File: src/rtl/tag_pkg.sv
// Shared tag-space definitions for the rename table, dispatcher and free-tag list.
package tag_pkg;
    localparam int TAG_W = 6;
    localparam int DEPTH = 64;
    localparam int CNT_W = $clog2(DEPTH + 1);

    typedef logic [TAG_W-1:0] tag_t;
    typedef logic [CNT_W-1:0] cnt_t;

    // Single-step pointer increment with explicit wrap, so DEPTH need not be a power of two.
    function automatic int ptr_step(input int p, input int depth);
        return (p == depth - 1) ? 0 : p + 1;
    endfunction
endpackage

File: src/rtl/tag_freelist_mp_prefix_rank.sv
// Combinational prefix popcount: exclusive rank of each set bit, total count,
// and the length of the leading run of ones starting at bit 0.
module prefix_rank #(
    parameter int  N  = 2,
    localparam int RW = $clog2(N + 1)
) (
    input  logic [N-1:0]         i_bits,
    output logic [N-1:0][RW-1:0] o_rank,
    output logic [RW-1:0]        o_count,
    output logic [RW-1:0]        o_lead
);
    logic [RW-1:0] w_cnt;
    logic [RW-1:0] w_lead;
    logic          w_run;

    always_comb begin
        w_cnt  = '0;
        w_lead = '0;
        w_run  = 1'b1;
        o_rank = '0;
        for (int i = 0; i < N; i++) begin
            o_rank[i] = w_cnt;
            w_cnt     = w_cnt + RW'(i_bits[i]);
            w_run     = w_run & i_bits[i];
            w_lead    = w_lead + RW'(w_run);
        end
        o_count = w_cnt;
        o_lead  = w_lead;
    end
endmodule

File: src/rtl/tag_freelist_mp.sv
// Multi-port free physical-tag list: circular buffer preloaded with every tag,
// FWFT allocation on POP_PORTS ports, compacted returns on PUSH_PORTS ports.
module tag_freelist_mp #(
    parameter int  TAG_W      = tag_pkg::TAG_W,
    parameter int  DEPTH      = tag_pkg::DEPTH,
    parameter int  POP_PORTS  = 2,
    parameter int  PUSH_PORTS = 2,
    parameter int  LOW_THRESH = 4,
    localparam int CW         = $clog2(DEPTH + 1)
) (
    input  logic                        clk,
    input  logic                        rst,
    input  logic [POP_PORTS-1:0]        pop_req,
    output logic [POP_PORTS*TAG_W-1:0]  pop_tag,
    output logic [POP_PORTS-1:0]        pop_avail,
    input  logic [PUSH_PORTS-1:0]       push_valid,
    input  logic [PUSH_PORTS*TAG_W-1:0] push_tag,
    output logic [CW-1:0]               free_count,
    output logic                        fifo_full,
    output logic                        fifo_empty,
    output logic                        free_low,
    output logic                        err_overflow,
    output logic                        err_underflow
);
    import tag_pkg::*;

    localparam int PW  = $clog2(DEPTH);
    localparam int PRW = $clog2(POP_PORTS + 1);
    localparam int URW = $clog2(PUSH_PORTS + 1);

    logic [TAG_W-1:0] r_entry [DEPTH];
    logic [PW-1:0]    r_head, r_tail;
    logic [CW-1:0]    r_count;
    logic             r_full, r_empty, r_low, r_err_ovf, r_err_udf;

    logic [POP_PORTS-1:0]            w_pop_ok;
    logic [PRW-1:0]                  w_npop;
    logic [POP_PORTS-1:0][PRW-1:0]   w_pop_rank_unused;
    logic [PRW-1:0]                  w_pop_cnt_unused;
    logic                            w_udf;
    logic [PUSH_PORTS-1:0][URW-1:0]  w_push_rank;
    logic [URW-1:0]                  w_push_cnt;
    logic [URW-1:0]                  w_push_lead_unused;
    logic [PUSH_PORTS-1:0]           w_push_acc;
    logic [PUSH_PORTS-1:0][PW-1:0]   w_push_idx;
    int                              w_space, w_npush;
    logic                            w_ovf;
    logic [PW-1:0]                   w_head_nxt, w_tail_nxt;
    logic [CW-1:0]                   w_count_nxt;

    // Advance a pointer by n (n <= 4) one wrap-checked step at a time.
    function automatic logic [PW-1:0] ptr_add(input logic [PW-1:0] p, input int n);
        logic [PW-1:0] q;
        q = p;
        for (int k = 0; k < 4; k++)
            if (k < n) q = PW'(ptr_step(int'(q), DEPTH));
        return q;
    endfunction

    always_comb begin
        pop_tag   = '0;
        pop_avail = '0;
        for (int i = 0; i < POP_PORTS; i++) begin
            pop_tag[i*TAG_W +: TAG_W] = r_entry[ptr_add(r_head, i)];
            pop_avail[i]              = int'(r_count) > i;
        end
    end

    assign w_pop_ok = pop_req & pop_avail;
    assign w_udf    = |(pop_req & ~pop_avail);

    prefix_rank #(.N(POP_PORTS)) u_pop_rank (
        .i_bits  (w_pop_ok),
        .o_rank  (w_pop_rank_unused),
        .o_count (w_pop_cnt_unused),
        .o_lead  (w_npop)
    );

    prefix_rank #(.N(PUSH_PORTS)) u_push_rank (
        .i_bits  (push_valid),
        .o_rank  (w_push_rank),
        .o_count (w_push_cnt),
        .o_lead  (w_push_lead_unused)
    );

    // Slots freed by this cycle's pops are usable by this cycle's pushes.
    always_comb begin
        w_space     = DEPTH - int'(r_count) + int'(w_npop);
        w_npush     = (int'(w_push_cnt) < w_space) ? int'(w_push_cnt) : w_space;
        w_ovf       = int'(w_push_cnt) > w_space;
        w_push_acc  = '0;
        w_push_idx  = '0;
        for (int k = 0; k < PUSH_PORTS; k++) begin
            w_push_acc[k] = push_valid[k] && (int'(w_push_rank[k]) < w_space);
            w_push_idx[k] = ptr_add(r_tail, int'(w_push_rank[k]));
        end
        w_head_nxt  = ptr_add(r_head, int'(w_npop));
        w_tail_nxt  = ptr_add(r_tail, w_npush);
        w_count_nxt = CW'(int'(r_count) - int'(w_npop) + w_npush);
    end

    always_ff @(posedge clk) begin
        if (rst) begin
            for (int i = 0; i < DEPTH; i++) r_entry[i] <= TAG_W'(i);
            r_head    <= '0;
            r_tail    <= '0;
            r_count   <= CW'(DEPTH);
            r_full    <= 1'b1;
            r_empty   <= 1'b0;
            r_low     <= (DEPTH < LOW_THRESH);
            r_err_ovf <= 1'b0;
            r_err_udf <= 1'b0;
        end else begin
            for (int k = 0; k < PUSH_PORTS; k++)
                if (w_push_acc[k]) r_entry[w_push_idx[k]] <= push_tag[k*TAG_W +: TAG_W];
            r_head    <= w_head_nxt;
            r_tail    <= w_tail_nxt;
            r_count   <= w_count_nxt;
            r_full    <= int'(w_count_nxt) == DEPTH;
            r_empty   <= w_count_nxt == '0;
            r_low     <= int'(w_count_nxt) < LOW_THRESH;
            r_err_ovf <= r_err_ovf | w_ovf;
            r_err_udf <= r_err_udf | w_udf;
        end
    end

    assign free_count    = r_count;
    assign fifo_full     = r_full;
    assign fifo_empty    = r_empty;
    assign free_low      = r_low;
    assign err_overflow  = r_err_ovf;
    assign err_underflow = r_err_udf;
endmodule

File: config.mk
export PLATFORM = sky130hd
export DESIGN_NAME = tag_freelist_mp
export DESIGN_NICKNAME = d
export VERILOG_FILES = /design/src/rtl/tag_pkg.sv /design/src/rtl/tag_freelist_mp_prefix_rank.sv /design/src/rtl/tag_freelist_mp.sv
export SDC_FILE = /design/constraint.sdc
export NUM_CORES = 1
export LEC_CHECK = 0
export ABC_CLOCK_PERIOD_IN_PS = 11600
export CORE_AREA = 2 2 223 225
export DETAILED_ROUTE_END_ITERATION = 16
export DIE_AREA = 0 0 225 227
export PLACE_DENSITY_LB_ADDON = 0.08
export SETUP_SLACK_MARGIN = 0.2
export SLEW_MARGIN = 0
export SYNTH_ARGS = -nofsm -noshare
export SYNTH_HDL_FRONTEND = slang
export SYNTH_HIERARCHICAL = 1
export SYNTH_SLANG_ARGS = --single-unit
File: constraint.sdc
create_clock -name clk -period 11.6 [get_ports clk]
set_input_delay 2.32 -clock clk [delete_from_list [all_inputs] [get_ports clk]]
set_output_delay 2.32 -clock clk [all_outputs]
set_load 0.01 [all_outputs]
==> impl_results.md, run 1 <==
- Outcome: finished with violations
- Failing checks: slew limit
- Total Die Area: 51,100 sq um
- Hold depth: 2
- Final setup viols: 0
- Post_cts resized: 0
- DR WL/cell: 32.0 um
- Share of cells above drive strength 1: 17.1%
- Htree depth: 2
- Clk root buf: clkbuf_16
- Initial Util: 59.7%
- Worst-path clk slew: 0.07 ns
- Tightest Pin Transition: 1.74 ns
- Critical path's most frequent cell: ha_1
- Final hold vios: 0
- Required @ worst endpoint: 12.14 ns
- Post-route cell area: 31,000 sq um
- Worst min-delay path category: reg -> reg
- Dpl hpwl: 68,100 um
- Routed metal-1 wirelength: 36,800 um
- Post-CTS Setup Bufs: 0
- Hold_sp: err_overflow
- GR Overflow Total: 0
- Layout Nets: 2,702
- IR drop worst, VDD: 0.130 mV
- Slowest stage cell, crit path: ha_1
- Cts hold-fix bufs: 0
- Drt pass-1 iters: 6
- DRC violations left: 0
- Final min period: 10.54 ns
- Reg2reg setup slack: 1.60 ns
- TritonCTS clock tree: done
- Largest net degree at the start of global routing: 65
- FMAX: 94.9 MHz
- Placer Congestion: 0.944
- Crit Path Category: in -> reg
- Setup TNS: 0 ns
- Crit Path Max Fanout: 15
- Initial antenna violation count: 0
- CP Data Arrival Time: 11.08 ns
- Yosys warns: 6
- Antenna viol nets, final: 0
- Clk buf depth: 3
- Number of global-route vias before repair: 23,795
- Clock Latency Late Sink: 0.61 ns
- Syn avg cell area: 10.4 sq um
- CP endpoint kind: register
- Reg-to-reg endpoint: r_tail[5]
- Syn-to-layout area delta: 7.00%
- GRT Overall Usage: 41.3%
- Hold Path End: err_overflow
- Slew Viols, Final: 8
- Power density over the cells: 191 nW/um^2
- Slew HR: -17.1%
- Global-route wire length before repair: 155,000 um
- DP Area: 29,600 sq um
- Die span in y: 227 um
- Clock Sinks: 408
- Via Count: 25,214
- DR WL met3: 16,500 um
- Mapped cell area: 29,000 sq um
- Mapped Cells: 2,782
- IO Port Bufs: 43
- Die width: 225 um
- Post-Route WL: 106,000 um
- Initial detailed-routing violation count: 4,067
- CTS Buf Count: 46
- Static leakage: 9.82 nW
- Cell Rows: 81
- RSZ-0062 raised after global routing: false
- MaxCap Viol Count: 0
- Post-DR vias/cell: 7.63
- Util after Layout: 63.9%
- Clock skew: 0.0194 ns
- Worst R2R Path Depth: 37
- I/O pin total: 44
- Startpoint Class: primary input
- Area of the core: 48,500 sq um
- Top Layer Used: met4
- CP max stage delay: 0.58 ns
- Final period utilization: 90.9%
- Reg-to-Reg Start: free_count[1]
- Met2 Wirelength: 46,400 um
[worst max-delay path by stage]
| stage | cells past startpoint | slack (ns) | endpoint | from |
|---|---|---|---|---|
| after floorplan | 33 | 2.52 | r_tail[0] | pop_req[0] |
| after global placement | 36 | 0.68 | r_tail[0] | pop_req[1] |
| after detailed placement | 36 | 0.55 | r_tail[5] | pop_req[1] |
| after CTS | 36 | 1.16 | r_tail[5] | pop_req[1] |
| after global routing | 37 | 0.45 | r_tail[0] | pop_req[1] |
| final | 36 | 1.06 | r_tail[5] | pop_req[1] |
[stage by stage]
| step | setup slack [ns] | std cells | hold slack [ns] | total power, mW |
|---|---|---|---|---|
| 6_report | 1.06 | 3306 | 0.482 | 5.91 |
| 5_1_grt | 0.447 | 3305 | 0.564 | 6.09 |
| 4_1_cts | 1.16 | 3305 | 0.492 | 5.82 |
| 3_5_place_dp | 0.552 | 3220 | 0.475 | 4.41 |
| 3_3_place_gp | 0.679 | 3220 | 0.455 | 4.37 |
| 2_1_floorplan | 2.52 | 2784 | 0.505 | 3.60 |
[area by class of cell]
cell class              instances  area, sq um
diodes                          1         2.50
clock buffers                  53         1200
clock inverters                32          211
fillers                      3845        17500
inverters                      45          169
multi-input cells            2040        15800
flip-flops and latches        408        12000
well taps                     622          778
repair buffers                105          873
[worst max-delay path, delay by kind of cell]
| family | cells | cell delay (ns) |
|---|---|---|
| AOI/OAI and AO/OA | 12 | 2.86 |
| xor gates and xnor gates | 1 | 0.56 |
| adders and majority gates | 7 | 2.32 |
| buffers and inverters | 4 | 0.70 |
| and+or+nand+nor | 12 | 2.29 |
[cells in the final DEF, fill, tap and decap left out, drive strengths merged, types with 53 or more instances in the layout]
cell type,count
nor2,402
edfxtp,384
nand2,227
mux4,174
a31oi,146
a21oi,127
mux2i,112
o21ai,104
mux2,95
buf,69
o31ai,53
clkbuf,53
[power breakdown]
part           internal [mW]  leakage [nW]  total (mW)  switching (mW)
sequential              1.68          3.48        1.78           0.101
clock                  0.784         0.689        1.43           0.647
combinational           1.03          5.65        2.70            1.67
[registers in the layout, indices dropped and copies added (netlist names)]
register       cells
free_count         7
r_head             6
free_low           1
r_entry          384
err_underflow      1
fifo_full          1
err_overflow       1
r_tail             6
fifo_empty         1
[routing by layer]
metal | vias up | global-route usage [%]
met5 | - | 0
met4 | 0 | 20.7
met3 | 469 | 14.1
met2 | 2121 | 62.4
met1 | 12182 | 53.5
li1 | 10442 | -
No activity file was read; power rests on OpenSTA's default activity.
==> run 2: changes to the inputs <==
Settings changed: CORE_AREA 2 2 223 225 to 2 2 244 246, CTS_CLUSTER_DIAMETER set to 50, DIE_AREA 0 0 225 227 to 0 0 246 248.
==> run 2 against run 1 <==
The run still ends with slew limit left. Wire length up 1.4%. Setup slack better by 0.23 ns. Global-route usage down 6.2 points. Hold slack worse by 0.0019 ns. Via count is 3.6% lower. Register-to-register slack improved by 0.24 ns. Sequential cell count stayed put. Clock-buffer cell count is 7 higher. Critical endpoint is now r_tail[0]. Largest power group unchanged.
==> impl_results.md, run 2 (synthesis results as in run 1) <==
- Final hold vios: 0 (unchanged)
- Drt pass-1 iters: 8 (+2)
- Clock skew: 0.0194 ns (+0.0000137 ns)
- Layout Nets: 2,714 (+0.44%)
- TritonCTS clock tree: done
- Worst-path clk slew: 0.05 ns (-0.02 ns)
- Clock Sinks: 408 (unchanged)
- Final min period: 10.31 ns (-0.229 ns)
- Fillers: 5,064 (+32%)
- Final setup viols: 0 (unchanged)
- Post-Route WL: 107,000 um (+1.4%)
- IR drop worst, VDD: 0.124 mV (-4.6%)
- Syn-to-layout area delta: 8.91%
- Number of global-route vias before repair: 23,109 (-2.9%)
- Clock Latency Late Sink: 0.62 ns (about the same)
- GRT Overall Usage: 35.2% (-6.2 points)
- Slowest stage cell, crit path: ha_1
- Largest net degree at the start of global routing: 65 (unchanged)
- IO Port Bufs: 43 (unchanged)
- CTS Buf Count: 54 (+17%)
- Commonest non-fill, non-tap cell in the layout: nor2_1
- Setup TNS: 0 ns (unchanged)
- Initial Util: 49.6% (-10 points)
- Routed metal-1 wirelength: 41,400 um (+13%)
- Worst min-delay path category: reg -> reg
- Startpoint Class: primary input
- Global-route wire length before repair: 157,000 um (+1.2%)
- Clk buf depth: 3 (unchanged)
- Initial detailed-routing violation count: 3,214 (-21%)
- Post_cts resized: 0 (unchanged)
- Post-DR vias/cell: 6.99 (-8.3%)
- Outcome: finished with violations
- Total Die Area: 61,000 sq um (+19%)
- Reg2reg setup slack: 1.84 ns (+0.24 ns)
- Die span in y: 248 um (+9.3%)
- Cts hold-fix bufs: 0 (unchanged)
- Commonest cells after routing, fill and taps aside: nor2_1 (398), edfxtp_1 (384), nand2_1 (225)
- MaxCap Viol Count: 0 (unchanged)
- Power density over the cells: 194 nW/um^2 (+1.7%)
- Share of cells above drive strength 1: 18.1% (+1.0 points)
- Crit Path Max Fanout: 15 (unchanged)
- Hold Path End: err_overflow
- Die width: 246 um (+9.3%)
- Hold depth: 2 (unchanged)
- Met2 Wirelength: 48,800 um (+5.2%)
- Htree depth: 2 (unchanged)
- Pre-CTS setup slack: 0.761 ns (+0.209 ns)
- Crit Path Category: in -> reg
- Setup ws final: 1.29 ns (+0.229 ns)
- RSZ-0062 raised after global routing: false
- Tightest Pin Transition: 1.96 ns (+0.214 ns)
- Critical path's most frequent cell: ha_1
- DR WL/cell: 30.9 um (-3.5%)
- Top Layer Used: met4
- Failing checks: slew limit
- Static leakage: 10.0 nW (+1.8%)
- DR WL met3: 11,800 um (-28%)
- Slew Viols, Final: 8 (unchanged)
- Area of the core: 58,500 sq um (+20%)
- Reg-to-Reg Start: free_count[1]
- Final period utilization: 88.9% (-2.0 points)
- Via Count: 24,300 (-3.6%)
- Worst R2R Path Depth: 38 (+2.7%)
- Cell Rows: 89 (+9.9%)
- Hold_sp: err_overflow
- Clk root buf: clkbuf_16
- Dpl hpwl: 70,100 um (+3.0%)
- CP endpoint kind: register
- Required @ worst endpoint: 12.14 ns (about the same)
- I/O pin total: 44 (unchanged)
- Largest Register: r_entry
- Reg-to-reg endpoint: r_tail[0]
- GR Overflow Total: 0 (unchanged)
- Post-CTS Setup Bufs: 0 (unchanged)
- Slew HR: -31.5% (-14 points)
- DRC violations left: 0 (unchanged)
- Max reg flops: 384 (unchanged)
- Antenna viol nets, final: 0 (unchanged)
- Placer Congestion: 0.914 (-3.1%)
- CP max stage delay: 0.60 ns (+0.02 ns)
- FMAX: 97.0 MHz (+2.2%)
- Post-route insts no fill: 3,475 (+5.1%)
- CP Data Arrival Time: 10.85 ns (-0.23 ns)
- DP Area: 29,800 sq um (+0.70%)
- Placed cell count: 3,375 (+4.8%)
- Post-route cell area: 31,600 sq um (+1.8%)
- Initial antenna violation count: 1 (+1)
run 2: report_power, final:
| part | leakage, nW | total, mW | switching, mW | internal [mW] |
|---|---|---|---|---|
| Clock | 0.850 | 1.66 | 0.708 | 0.953 |
| Sequential | 3.48 | 1.79 | 0.112 | 1.68 |
| Combinational | 5.67 | 2.67 | 1.64 | 1.03 |
| Total | 10.0 | 6.12 | 2.46 | 3.66 |
run 2: worst max-delay path by stage:
stage / from / to / slack (ns)
2_1_floorplan: pop_req[0] / r_tail[0] / 2.52
3_3_place_gp: pop_req[1] / r_tail[0] / 0.95
3_5_place_dp: pop_req[1] / r_tail[0] / 0.76
4_1_cts: pop_req[1] / r_tail[0] / 1.38
5_1_grt: pop_req[1] / r_tail[0] / 0.71
6_report: pop_req[1] / r_tail[0] / 1.29
run 2: layer usage:
metal | vias to the layer above | track usage, %
li1 | 10484 | -
met1 | 11968 | 47.0
met2 | 1553 | 55.2
met3 | 295 | 7.56
met4 | 0 | 15.7
met5 | - | 0
run 2: per-stage QoR:
stage / hold slack (ns) / util [%] / power [mW]
final: 0.480 / 54.0 / 6.12
after global routing: 0.499 / 54.0 / 6.37
after CTS: 0.479 / 54.0 / 6.08
after detailed placement: 0.465 / 51.0 / 4.43
after global placement: 0.449 / 51.0 / 4.39
after floorplan: 0.505 / - / 3.60
run 2: final cells by class:
class                   count  area, sq um  area share (%)
flip-flops and latches    408        12000            38.1
multi-input cells        2040        15800            50.0
clock buffers              60         1420            4.49
repair buffers            109          886            2.81
well taps                 773          967            3.06
inverters                  45          169           0.535
diodes                      1         2.50         0.00793
clock inverters            39          338            1.07
run 2: critical path: cells and delay by family:
family | cells | cell delay [ns]
XOR/XNOR | 1 | 0.55
buffers and inverters | 5 | 0.88
AO/OA/AOI/OAI | 13 | 2.91
adder cells (fa/ha/maj) | 7 | 2.34
AND/OR/NAND/NOR | 11 | 1.84
